$ cat config.mk
export PLATFORM = sky130hd
export DESIGN_NAME = ad9228_fifo_drain_sched_flat
export DESIGN_NICKNAME = d
export VERILOG_FILES = /design/src/rtl/ad9228_fifo_drain_sched_pkg.sv /design/src/rtl/ad9228_fifo_drain_sched_if.sv /design/src/rtl/ad9228_fifo_drain_sched_rr_pick.sv /design/src/rtl/ad9228_fifo_drain_sched.sv /design/src/flat_wrapper.sv
export SDC_FILE = /design/constraint.sdc
export NUM_CORES = 1
export LEC_CHECK = 0
export BUFFER_PORTS_ARGS = -buffer_cell sky130_fd_sc_hd__clkbuf_2
export CAP_MARGIN = 20
export CORE_ASPECT_RATIO = 0.8
export CORE_MARGIN = 2
export CORE_UTILIZATION = 45
export DETAILED_ROUTE_END_ITERATION = 10
export GPL_TIMING_DRIVEN = 0
export HOLD_SLACK_MARGIN = 0.08
export PLACE_DENSITY = 0.84
export SYNTH_ARGS = -nofsm -noshare
export SYNTH_HDL_FRONTEND = slang
export SYNTH_SLANG_ARGS = --single-unit
$ cat constraint.sdc
create_clock -name clk -period 1.46 [get_ports clk]
set_input_delay 0.073 -clock clk [delete_from_list [all_inputs] [get_ports clk]]
set_output_delay 0.073 -clock clk [all_outputs]
set_load 0.03 [all_outputs]
$ cat src/rtl/ad9228_fifo_drain_sched_pkg.sv
// Shared types and defaults for the AD9228 FIFO drain scheduler.
// Optional overflow capture is enabled by AD9228_DRAIN_OVF_EN.
package ad9228_pkg;

  localparam int AD9228_NUM_CHANNELS = 4;
  localparam int AD9228_DATA_WIDTH   = 12;
  localparam int AD9228_CH_W         = $clog2(AD9228_NUM_CHANNELS);

  typedef enum logic [2:0] {
    IDLE,
    ARB,
    CHECK,
    WAIT,
    HOLD
  } state_e;

endpackage

$ cat src/rtl/ad9228_fifo_drain_sched_if.sv
// Readout FIFO read port plus the tagged sample stream.
// master = scheduler side, slave = readout/packetiser side.
interface ad9228_fifo_drain_sched_if
  import ad9228_pkg::*;
#(
  parameter int NUM_CHANNELS = AD9228_NUM_CHANNELS,
  parameter int DATA_WIDTH   = AD9228_DATA_WIDTH
);

  localparam int CW = $clog2(NUM_CHANNELS);

  logic [CW-1:0]           fifo_addr;
  logic [NUM_CHANNELS-1:0] fifo_rd_en;
  logic                    fifo_not_empty;
  logic                    fifo_full;
  logic [DATA_WIDTH-1:0]   fifo_dout;
  logic [DATA_WIDTH-1:0]   m_data;
  logic [CW-1:0]           m_chan;
  logic                    m_last;
  logic                    m_valid;
  logic                    m_ready;

  modport master (
    output fifo_addr, fifo_rd_en,
    input  fifo_not_empty, fifo_full, fifo_dout,
    output m_data, m_chan, m_last, m_valid,
    input  m_ready
  );

  modport slave (
    input  fifo_addr, fifo_rd_en,
    output fifo_not_empty, fifo_full, fifo_dout,
    input  m_data, m_chan, m_last, m_valid,
    output m_ready
  );

endinterface

$ cat src/rtl/ad9228_fifo_drain_sched_rr_pick.sv
// Cyclic first-set search over the channel mask,
// starting one above the round-robin pointer.
module ad9228_rr_pick
  import ad9228_pkg::*;
#(
  parameter int NUM_CHANNELS = AD9228_NUM_CHANNELS
) (
  input  logic [NUM_CHANNELS-1:0]         mask_i,
  input  logic [$clog2(NUM_CHANNELS)-1:0] ptr_i,
  output logic [$clog2(NUM_CHANNELS)-1:0] ch_o,
  output logic                            found_o
);

  localparam int CW = $clog2(NUM_CHANNELS);

  // lowest set bit at or after ptr+1, wrapping
  always_comb begin
    int idx;
    idx     = 0;
    ch_o    = '0;
    found_o = 1'b0;
    for (int i = 1; i <= NUM_CHANNELS; i++) begin
      idx = int'(ptr_i) + i;
      if (idx >= NUM_CHANNELS) idx -= NUM_CHANNELS;
      if (!found_o && mask_i[idx]) begin
        found_o = 1'b1;
        ch_o    = CW'(idx);
      end
    end
  end

endmodule

$ cat src/rtl/ad9228_fifo_drain_sched.sv
// Round-robin drain of the AD9228 per-channel FIFOs into one stream.
// Define AD9228_DRAIN_OVF_EN to build the sticky FIFO-full flags.
module ad9228_fifo_drain_sched
  import ad9228_pkg::*;
#(
  parameter int NUM_CHANNELS = AD9228_NUM_CHANNELS,
  parameter int DATA_WIDTH   = AD9228_DATA_WIDTH,
  parameter int BURST_LEN    = 4,
  parameter int RD_LATENCY   = 1
) (
  input  logic                    clk,
  input  logic                    rstn,
  input  logic                    enable,
  input  logic [NUM_CHANNELS-1:0] ch_mask,
  input  logic                    ovf_clr,
  output logic                    busy,
  output logic [NUM_CHANNELS-1:0] ovf_flags,
  ad9228_fifo_drain_sched_if.master bus
);

  localparam int CW = $clog2(NUM_CHANNELS);
  localparam int NW = $clog2(BURST_LEN + 1);
  localparam int LW = (RD_LATENCY > 1) ? $clog2(RD_LATENCY) : 1;

  localparam logic [NW-1:0] BL_C    = NW'(BURST_LEN);
  localparam logic [NW-1:0] BL_M1   = NW'(BURST_LEN - 1);
  localparam logic [LW-1:0] LAT_M1  = LW'(RD_LATENCY - 1);
  localparam logic [CW-1:0] PTR_RST = CW'(NUM_CHANNELS - 1);

  state_e                  state_q, state_d;
  logic [CW-1:0]           ptr_q, ptr_d;
  logic [CW-1:0]           addr_q, addr_d;
  logic [CW-1:0]           chan_q, chan_d;
  logic [NW-1:0]           cnt_q, cnt_d;
  logic [LW-1:0]           lat_q, lat_d;
  logic [DATA_WIDTH-1:0]   data_q, data_d;
  logic                    last_q, last_d;
  logic                    valid_q, valid_d;
  logic [NUM_CHANNELS-1:0] rd_en;
  logic [CW-1:0]           pick_ch;
  logic                    pick_found;

  ad9228_rr_pick #(
    .NUM_CHANNELS(NUM_CHANNELS)
  ) u_pick (
    .mask_i (ch_mask),
    .ptr_i  (ptr_q),
    .ch_o   (pick_ch),
    .found_o(pick_found)
  );

  // next-state, read strobe and capture decisions
  always_comb begin
    state_d = state_q;
    ptr_d   = ptr_q;
    addr_d  = addr_q;
    chan_d  = chan_q;
    cnt_d   = cnt_q;
    lat_d   = lat_q;
    data_d  = data_q;
    last_d  = last_q;
    valid_d = valid_q;
    rd_en   = '0;
    unique case (state_q)
      IDLE: begin
        if (enable && (|ch_mask)) state_d = ARB;
      end
      ARB: begin
        if (pick_found) begin
          addr_d  = pick_ch;
          ptr_d   = pick_ch;
          cnt_d   = '0;
          state_d = CHECK;
        end else begin
          state_d = IDLE;
        end
      end
      CHECK: begin
        if (!enable) begin
          state_d = IDLE;
        end else if (cnt_q == BL_C || !bus.fifo_not_empty) begin
          state_d = ARB;
        end else begin
          rd_en[addr_q] = 1'b1;
          lat_d         = '0;
          state_d       = WAIT;
        end
      end
      WAIT: begin
        if (lat_q == LAT_M1) begin
          data_d  = bus.fifo_dout;
          chan_d  = addr_q;
          last_d  = (cnt_q == BL_M1);
          valid_d = 1'b1;
          state_d = HOLD;
        end else begin
          lat_d = lat_q + LW'(1);
        end
      end
      HOLD: begin
        if (bus.m_ready) begin
          valid_d = 1'b0;
          cnt_d   = cnt_q + NW'(1);
          state_d = CHECK;
        end
      end
      default: state_d = IDLE;
    endcase
  end

  // scheduler state and output registers
  always_ff @(posedge clk or negedge rstn) begin
    if (!rstn) begin
      state_q <= IDLE;
      ptr_q   <= PTR_RST;
      addr_q  <= '0;
      chan_q  <= '0;
      cnt_q   <= '0;
      lat_q   <= '0;
      data_q  <= '0;
      last_q  <= 1'b0;
      valid_q <= 1'b0;
    end else begin
      state_q <= state_d;
      ptr_q   <= ptr_d;
      addr_q  <= addr_d;
      chan_q  <= chan_d;
      cnt_q   <= cnt_d;
      lat_q   <= lat_d;
      data_q  <= data_d;
      last_q  <= last_d;
      valid_q <= valid_d;
    end
  end

  assign bus.fifo_addr  = addr_q;
  assign bus.fifo_rd_en = rd_en;
  assign bus.m_data     = data_q;
  assign bus.m_chan     = chan_q;
  assign bus.m_last     = last_q;
  assign bus.m_valid    = valid_q;
  assign busy           = (state_q != IDLE);

`ifdef AD9228_DRAIN_OVF_EN
  logic [NUM_CHANNELS-1:0] ovf_q, ovf_d;

  // clear first so a same-cycle full flag still sets its bit
  always_comb begin
    ovf_d = ovf_clr ? '0 : ovf_q;
    if (bus.fifo_full) ovf_d[addr_q] = 1'b1;
  end

  // sticky overflow flags
  always_ff @(posedge clk or negedge rstn) begin
    if (!rstn) ovf_q <= '0;
    else       ovf_q <= ovf_d;
  end

  assign ovf_flags = ovf_q;
`else
  logic unused_ovf;
  assign unused_ovf = ovf_clr ^ bus.fifo_full;
  assign ovf_flags  = '0;
`endif

endmodule

$ cat src/flat_wrapper.sv
// flat-port wrapper written by rule: the top's interface ports become plain ports
module ad9228_fifo_drain_sched_flat import ad9228_pkg::*;
#(
  parameter int NUM_CHANNELS = AD9228_NUM_CHANNELS,
  parameter int DATA_WIDTH   = AD9228_DATA_WIDTH,
  parameter int BURST_LEN    = 4,
  parameter int RD_LATENCY   = 1
)
  (clk, rstn, enable, ch_mask, ovf_clr, busy, ovf_flags, bus_fifo_addr, bus_fifo_rd_en, bus_fifo_not_empty, bus_fifo_full, bus_fifo_dout, bus_m_data, bus_m_chan, bus_m_last, bus_m_valid, bus_m_ready);
  ad9228_fifo_drain_sched_if #(.NUM_CHANNELS(NUM_CHANNELS), .DATA_WIDTH(DATA_WIDTH)) bus_i ();
  input  logic clk;
  input  logic rstn;
  input  logic enable;
  input  logic [NUM_CHANNELS-1:0] ch_mask;
  input  logic ovf_clr;
  output logic busy;
  output logic [NUM_CHANNELS-1:0] ovf_flags;
  output wire logic [$bits(bus_i.fifo_addr)-1:0] bus_fifo_addr;
  output wire logic [$bits(bus_i.fifo_rd_en)-1:0] bus_fifo_rd_en;
  input wire logic [$bits(bus_i.fifo_not_empty)-1:0] bus_fifo_not_empty;
  input wire logic [$bits(bus_i.fifo_full)-1:0] bus_fifo_full;
  input wire logic [$bits(bus_i.fifo_dout)-1:0] bus_fifo_dout;
  output wire logic [$bits(bus_i.m_data)-1:0] bus_m_data;
  output wire logic [$bits(bus_i.m_chan)-1:0] bus_m_chan;
  output wire logic [$bits(bus_i.m_last)-1:0] bus_m_last;
  output wire logic [$bits(bus_i.m_valid)-1:0] bus_m_valid;
  input wire logic [$bits(bus_i.m_ready)-1:0] bus_m_ready;
  assign bus_fifo_addr = bus_i.fifo_addr;
  assign bus_fifo_rd_en = bus_i.fifo_rd_en;
  assign bus_i.fifo_not_empty = bus_fifo_not_empty;
  assign bus_i.fifo_full = bus_fifo_full;
  assign bus_i.fifo_dout = bus_fifo_dout;
  assign bus_m_data = bus_i.m_data;
  assign bus_m_chan = bus_i.m_chan;
  assign bus_m_last = bus_i.m_last;
  assign bus_m_valid = bus_i.m_valid;
  assign bus_i.m_ready = bus_m_ready;
  ad9228_fifo_drain_sched #(.NUM_CHANNELS(NUM_CHANNELS), .DATA_WIDTH(DATA_WIDTH), .BURST_LEN(BURST_LEN), .RD_LATENCY(RD_LATENCY)) u_core (.clk(clk), .rstn(rstn), .enable(enable), .ch_mask(ch_mask), .ovf_clr(ovf_clr), .busy(busy), .ovf_flags(ovf_flags), .bus(bus_i));
endmodule
==> impl_metrics.ini, run 1 <==
[worst_setup_path]
path_cells = nor3b_2 > nand4_1 > nor3_1 > buf_4
critPathSlowestCell = dfrtp_2
required_ns = 1.39
arrival_ns = 1.70
worstPathMaxFanout = 5
crit_buf_inv = 1
end_kind = output pin
cp_top_family = simple AND/OR/NAND/NOR gates
startpoint_type = register
critPathKind = register to output pin
cpPeakStageDelay_ns = 0.45

[floorplan]
rows = 16
start_util_pct = 49.16
die_x_microns = 62.69
die_y_microns = 50.95
dieArea_sq_um = 3194
coreArea_sq_um = 2522
ios = 50

[run]
cap_violations = 0

[drt]
firstDrtPassIters = 4
remaining_drc_errors = 0
vias = 1097
vias_per_cell = 5.055
drt_iter0_drc = 35
drt.antenna.violating_nets = 0
drt_wl_total_mm = 3.421
avgRoutedWirePerCell_microns = 15.76

[synthesis]
yosys_warnings = 0
synth_cell_types = 35
synth_edf_count = 0
async_flop_share_pct = 100.0
avgSynthCellArea_sq_um = 11.81
synth_seq_area_share_pct = 52.67
ys_ff_latch = 26
netlist_area_sq_um = 1240
synthFlopType = dfrtp_1
synth_cells = 105

[timing]
tightest_slew_ns = 0.6476
max_slew_margin_pct = 56.83
hold_slack_ns = 0.09175
finalCritPeriodShare_pct = 121.2
clock_skew_ns = 0.02018
tns_ns = -1.219
period_needed_ns = 1.769
setup_slack_ns = -0.3091
slew_viol_final = 0
finalSetupViolations = 5
hold_violations = 0
fmax_mhz = 565.3
rsz0062_at_grt = true

[place]
io_buffers = 43
hpwl_mm = 2.037
gp_congestion = 0.8321

[pwr]
p_comb_share_pct = 54.5
swShare_pct = 43.83
power.density_nw_per_um2 = 1946
clockPowerShare_pct = 9.9
p_int_w = 0.002078
net-switching-power_w = 0.001622
power_leakage_nw = 0.9342
ir_worst_vdd_v = 0.001013
pwr-share-seq_pct = 35.6

[cells_and_area]
drive_gt1_share_pct = 53.04
area_growth_pct = 53.28
nets = 208
antenna_cells = 0

[clocking]
ctsRootBufferMaster = clkbuf_4
clk_pin_slew_worst_paths_ns = 0.15
htreeDepth = 1
cts.sinks = 26
cts_tree = built
clockBufferDepth = 2
clkLatencyLatePin_ns = 0.34
numCtsBuffers = 3

[global_route]
grt_pass1_vias = 1110
grt_pass1_wl_mm = 5.526
grt_usage_pct = 23.33
antenna_found_initial = 0
grt_max_degree = 27
overflow = 0

[status]
outcome = finished with violations
violations = negative setup slack

[worst_hold_path]
hold_path.class = primary input to register
## layout make-up
cell class / count / area [sq um]
plain buffers: 6 / 56.30
clock buffers: 4 / 36.28
fillers: 191 / 621.8
inverters: 8 / 30.03
multi-input cells: 68 / 576.8
flip-flops and latches: 26 / 654.4
well taps: 36 / 45.04
repair buffers: 69 / 501.7
## cell usage after synthesis, types with 2 or more instances
library cell  number  share of area, %
ha_1               3               3.0
nand2_1            9               2.7
buf_4              6               3.6
nor3b_1            2               1.2
dfstp_2            2               4.2
nor3_1             4               1.6
o311ai_1           2               1.4
dfrtp_1           24                48
o21a_1             2               1.2
mux2_2            13                12
nor2_1             2              0.61
inv_1              8               2.4
a21oi_1            2              0.81
o21ai_0            5               2.0
## worst register-to-register path, stage by stage, from the launching register on
cell,delay [ns]
dfstp_2,0.64
nand2b_4,0.16
a21oi_1,0.09
o311ai_2,0.32
o21ai_1,0.12
## power by group through the flow
| stage | combinational (W) | sequential, W | clock, W |
|---|---|---|---|
| 2_1_floorplan | 0.000654 | 0.00175 | 0 |
| 3_3_place_gp | 0.00151 | 0.00129 | 0 |
| 3_5_place_dp | 0.00156 | 0.00132 | 0 |
| 4_1_cts | 0.00188 | 0.00128 | 0.000367 |
| 5_1_grt | 0.00215 | 0.00136 | 0.000403 |
| 6_report | 0.00201 | 0.00132 | 0.000368 |
## worst paths after layout
| kind | end | start | slack (ns) | depth (start not counted) |
|---|---|---|---|---|
| worst max register to register | u_core.bus.fifo_addr[1]$_DFFE_PN0P_ | u_core.ptr_q[1]$_DFFE_PN1P_ | 0 | 4 |
| min in group asynchronous | u_core.bus.m_last$_DFFE_PN0P_ | rstn | 0.27 | 2 |
| worst min-delay path | u_core.state_q[0]$_DFFE_PN0P_ | enable | 0.09 | 3 |
| worst max-delay path | bus_fifo_rd_en[3] | u_core.state_q[2]$_DFFE_PN0P_ | -0.31 | 4 |
| max in group asynchronous | u_core.state_q[2]$_DFFE_PN0P_ | rstn | 0.74 | 2 |
| worst min register to register | u_core.bus.m_chan[0]$_DFFE_PN0P_ | u_core.bus.m_chan[0]$_DFFE_PN0P_ | 0.51 | 2 |
## per-layer routing
metal / share of wire, % / global-route usage (%) / vias up
met5: 0 / 0 / -
met1: 38 / 25.65 / 528
li1: - / - / 511
met3: 4.9 / 4.405 / 8
met4: 1.7 / 9.259 / 0
met2: 55 / 44.98 / 50
## stage by stage
stage                     utilization [%]  total power [W]  setup WS, ns  area [sq um]  instances
final                               75.35         0.003699       -0.3091          1901        217
after global placement              59.92         0.002796      -0.02321          1511        187
after CTS                           73.36         0.003522       -0.2812          1851        216
after detailed placement            59.92         0.002877      -0.05117          1511        187
after floorplan                         -         0.002404       -0.1600          1251        108
after global routing                75.35         0.003915       -0.3849          1901        217
## cell usage in the layout (no fill, tap or decap), types with 2 or more instances in the layout
master	synthesis	layout
o21ai_1	0	4
dfstp_2	2	2
buf_4	6	16
dfrtp_1	24	23
nand2_1	9	9
nor3_2	0	2
conb_1	1	4
inv_1	8	8
buf_8	0	2
a21oi_1	2	2
dlygate4sd3_1	0	14
buf_6	0	4
ha_1	3	2
clkbuf_2	0	38
o21a_1	2	2
nor2_1	2	2
nor3_1	4	2
clkbuf_4	0	3
mux2_2	13	13
## kinds of logic after synthesis
family	Yosys count	synth area share, %
adder cells (fa/ha/maj)	3	3.028
flip-flops	26	52.67
AO/OA/AOI/OAI	16	8.779
multiplexers	15	13.82
AND/OR/NAND/NOR	30	15.34
other	1	0.3024
buffers and inverters	14	6.054
## flip-flops by register name (all words and copies together), names as in the netlist
name / cells
u_core.bus.m_data: 12
u_core.cnt_q: 3
u_core.state_q: 3
u_core.bus.fifo_addr: 2
u_core.bus.m_chan: 2
u_core.ptr_q: 2
u_core.bus.m_last: 1
u_core.bus.m_valid: 1
## repair_timing
| action | 4_1_cts | 5_1_grt |
|---|---|---|
| pin swaps | 8 | 8 |
| gates cloned | 1 | 0 |
| gates resized for setup | 19 | 14 |
| endpoints found under the hold margin | 38 | 0 |
| setup endpoints to repair | 11 | 27 |
| buffers inserted | 10 | 3 |
| hold buffers | 14 | 0 |
No activity file was read; power rests on OpenSTA's default activity.
==> inputs of run 2 (changes only) <==
Settings changed: CORE_UTILIZATION 45 to 47, CTS_CLUSTER_SIZE set to 40, PLACE_DENSITY 0.84 to 0.87.
==> run 2 against run 1 <==
Effect of this change: the flow still finishes with violations (negative setup slack); utilization increased by 2.5 points; sequential power about the same; sequential share of layout area decreased by 0.58 points; maximum frequency increased by 4.2%; first-iteration DRC count decreased by 14%; sequential cell count unchanged; wire length decreased by 0.38%; via count increased by 1.6%; count of clock-buffer cells in the layout decreased by 1; critical path depth increased by 3; total power increased by 3.2%; largest cell class unchanged.
==> impl_metrics.ini, run 2 (synthesis gave the netlist of run 1 again) <==
[status]
outcome = finished with violations
violations = negative setup slack

[worst_setup_path]
critPathKind = register to output pin
required_ns = 1.39
cp-startpoint = u_core.cnt_q[0]$_DFFE_PN0P_
cpPeakStageDelay_ns = 0.39
arrival_ns = 1.62
worstPathMaxFanout = 5
crit_buf_inv = 3
path_cells = inv_1 > ha_2 > nand2_2 > nand4_1 > buf_6 > nor3_4 > buf_6
end_kind = output pin
crit_top_cell = buf_6
critPathSlowestCell = dfrtp_1
startpoint_type = register
r2r_start = u_core.state_q[0]$_DFFE_PN0P_
cp_top_family = flip-flops

[timing]
rsz0062_at_grt = true
fmax_mhz = 589.3
max_slew_margin_pct = 58.25
hold_violations = 0
setup_slack_ns = -0.2370
tightest_slew_ns = 0.6262
slew_viol_final = 0
finalSetupViolations = 6
clock_skew_ns = 0.02417
period_needed_ns = 1.697
finalCritPeriodShare_pct = 116.2

[floorplan]
dieArea_sq_um = 3068
die_y_microns = 49.94
die_x_microns = 61.43
start_util_pct = 49.95
ios = 50
rows = 16
coreArea_sq_um = 2482

[global_route]
grt_usage_pct = 22.13
antenna_found_initial = 0
grt_pass1_wl_mm = 4.961
grt_max_degree = 27
grt_pass1_vias = 1081
overflow = 0

[cells_and_area]
final_cell_mix = clkbuf_2, dfrtp_1, buf_4
seq_area_sq_um = 654.4
final_area_sq_um = 1933
area_growth_pct = 55.90
multi_input_area_sq_um = 605.6
nets = 209
antenna_cells = 0
n_fill_cell = 157
drive_gt1_share_pct = 56.04
largest_reg_flops = 12
final_common_cell = clkbuf_2

[run]
cap_violations = 0

[clocking]
numCtsBuffers = 3
clk_pin_slew_worst_paths_ns = 0.15
clockBufferDepth = 2
htreeDepth = 1
cts_tree = built
clkLatencyLatePin_ns = 0.34
cts.sinks = 26
ctsRootBufferMaster = clkbuf_4

[place]
hpwl_mm = 1.995
placed_cell_area_sq_um = 1511
io_buffers = 43
dp_worst_setup_slack_ns = -0.02617
gp_congestion = 0.7049

[worst_hold_path]
hold_path.class = primary input to register
min-delay-start = enable

[drt]
avgRoutedWirePerCell_microns = 15.63
drt_iter0_drc = 30
vias_per_cell = 5.115
drt_wl_total_mm = 3.408
firstDrtPassIters = 6
remaining_drc_errors = 0
drt.antenna.violating_nets = 0
vias = 1115

[pwr]
power.density_nw_per_um2 = 1976
ir_worst_vdd_v = 0.0009835
power_leakage_nw = 0.9393
[run 2: changes by cell type in the layout (fill, tap and decap cells not counted), sizes merged]
cell and change:
clkbuf +1, bufbuf -1, bufinv +1
[run 2: final timing paths]
path / depth (start not counted) / to / slack, ns
setup / recovery: 7 / bus_fifo_rd_en[2] / -0.24
setup reg to reg: 5 / u_core.cnt_q[0]$_DFFE_PN0P_ / -0.03
hold reg to reg: 2 / u_core.bus.m_chan[1]$_DFFE_PN0P_ / 0.52
hold / removal: 3 / u_core.state_q[0]$_DFFE_PN0P_ / 0.11
min in group asynchronous: 2 / u_core.state_q[2]$_DFFE_PN0P_ / 0.26
max in group asynchronous: 2 / u_core.bus.m_data[1]$_DFFE_PN0P_ / 0.77
[run 2: metrics by stage]
step	hold slack, ns	std cells	power (W)	utilization [%]	setup TNS (ns)
3_3_place_gp	0.1057	187	0.002791	60.89	0
2_1_floorplan	-0.2226	108	0.002404	-	-0.6400
4_1_cts	0.1051	214	0.003561	73.34	-1.058
3_5_place_dp	0.1208	187	0.002875	60.89	-0.06936
5_1_grt	0.1121	218	0.004027	77.87	-1.327
6_report	0.1096	218	0.003819	77.87	-0.9587
[run 2: repair_timing]
| item | 4_1_cts | 5_1_grt |
|---|---|---|
| setup endpoints to repair | 11 | 10 |
| pin swaps | 5 | 6 |
| hold buffers | 14 | 0 |
| endpoints found under the hold margin | 38 | 0 |
| resized for setup | 14 | 20 |
| buffers inserted | 9 | 4 |
[run 2: worst min-delay path, delay by kind of cell]
kind,cells,cell delay (ns)
AOI/OAI and AO/OA,1,0.12
buffers and inverters,1,0.08
and+or+nand+nor,1,0.15
[run 2: final cells by class]
type,count,share of cell area [%]
well taps,36,2.330
flip-flops and latches,26,33.85
clock buffers,3,1.165
repair buffers,70,25.50
inverters,8,1.553
plain buffers,6,2.718
multi-input cells,68,31.33
clock inverters,1,1.553
[run 2: report_power, final]
group          switching, W  internal [W]  total (W)
registers          0.000280       0.00105    0.00133
logic               0.00116      0.000829    0.00199
clock network      0.000218      0.000278   0.000495
total               0.00166       0.00216    0.00382
[run 2: routing by layer]
layer / track usage (%) / up-vias / part of all wire [%]
li1: - / 512 / -
met3: 4.724 / 6 / 3.3
met1: 25.88 / 566 / 38
met4: 6.738 / 0 / 1.5
met2: 39.54 / 31 / 57
met5: 0 / - / 0
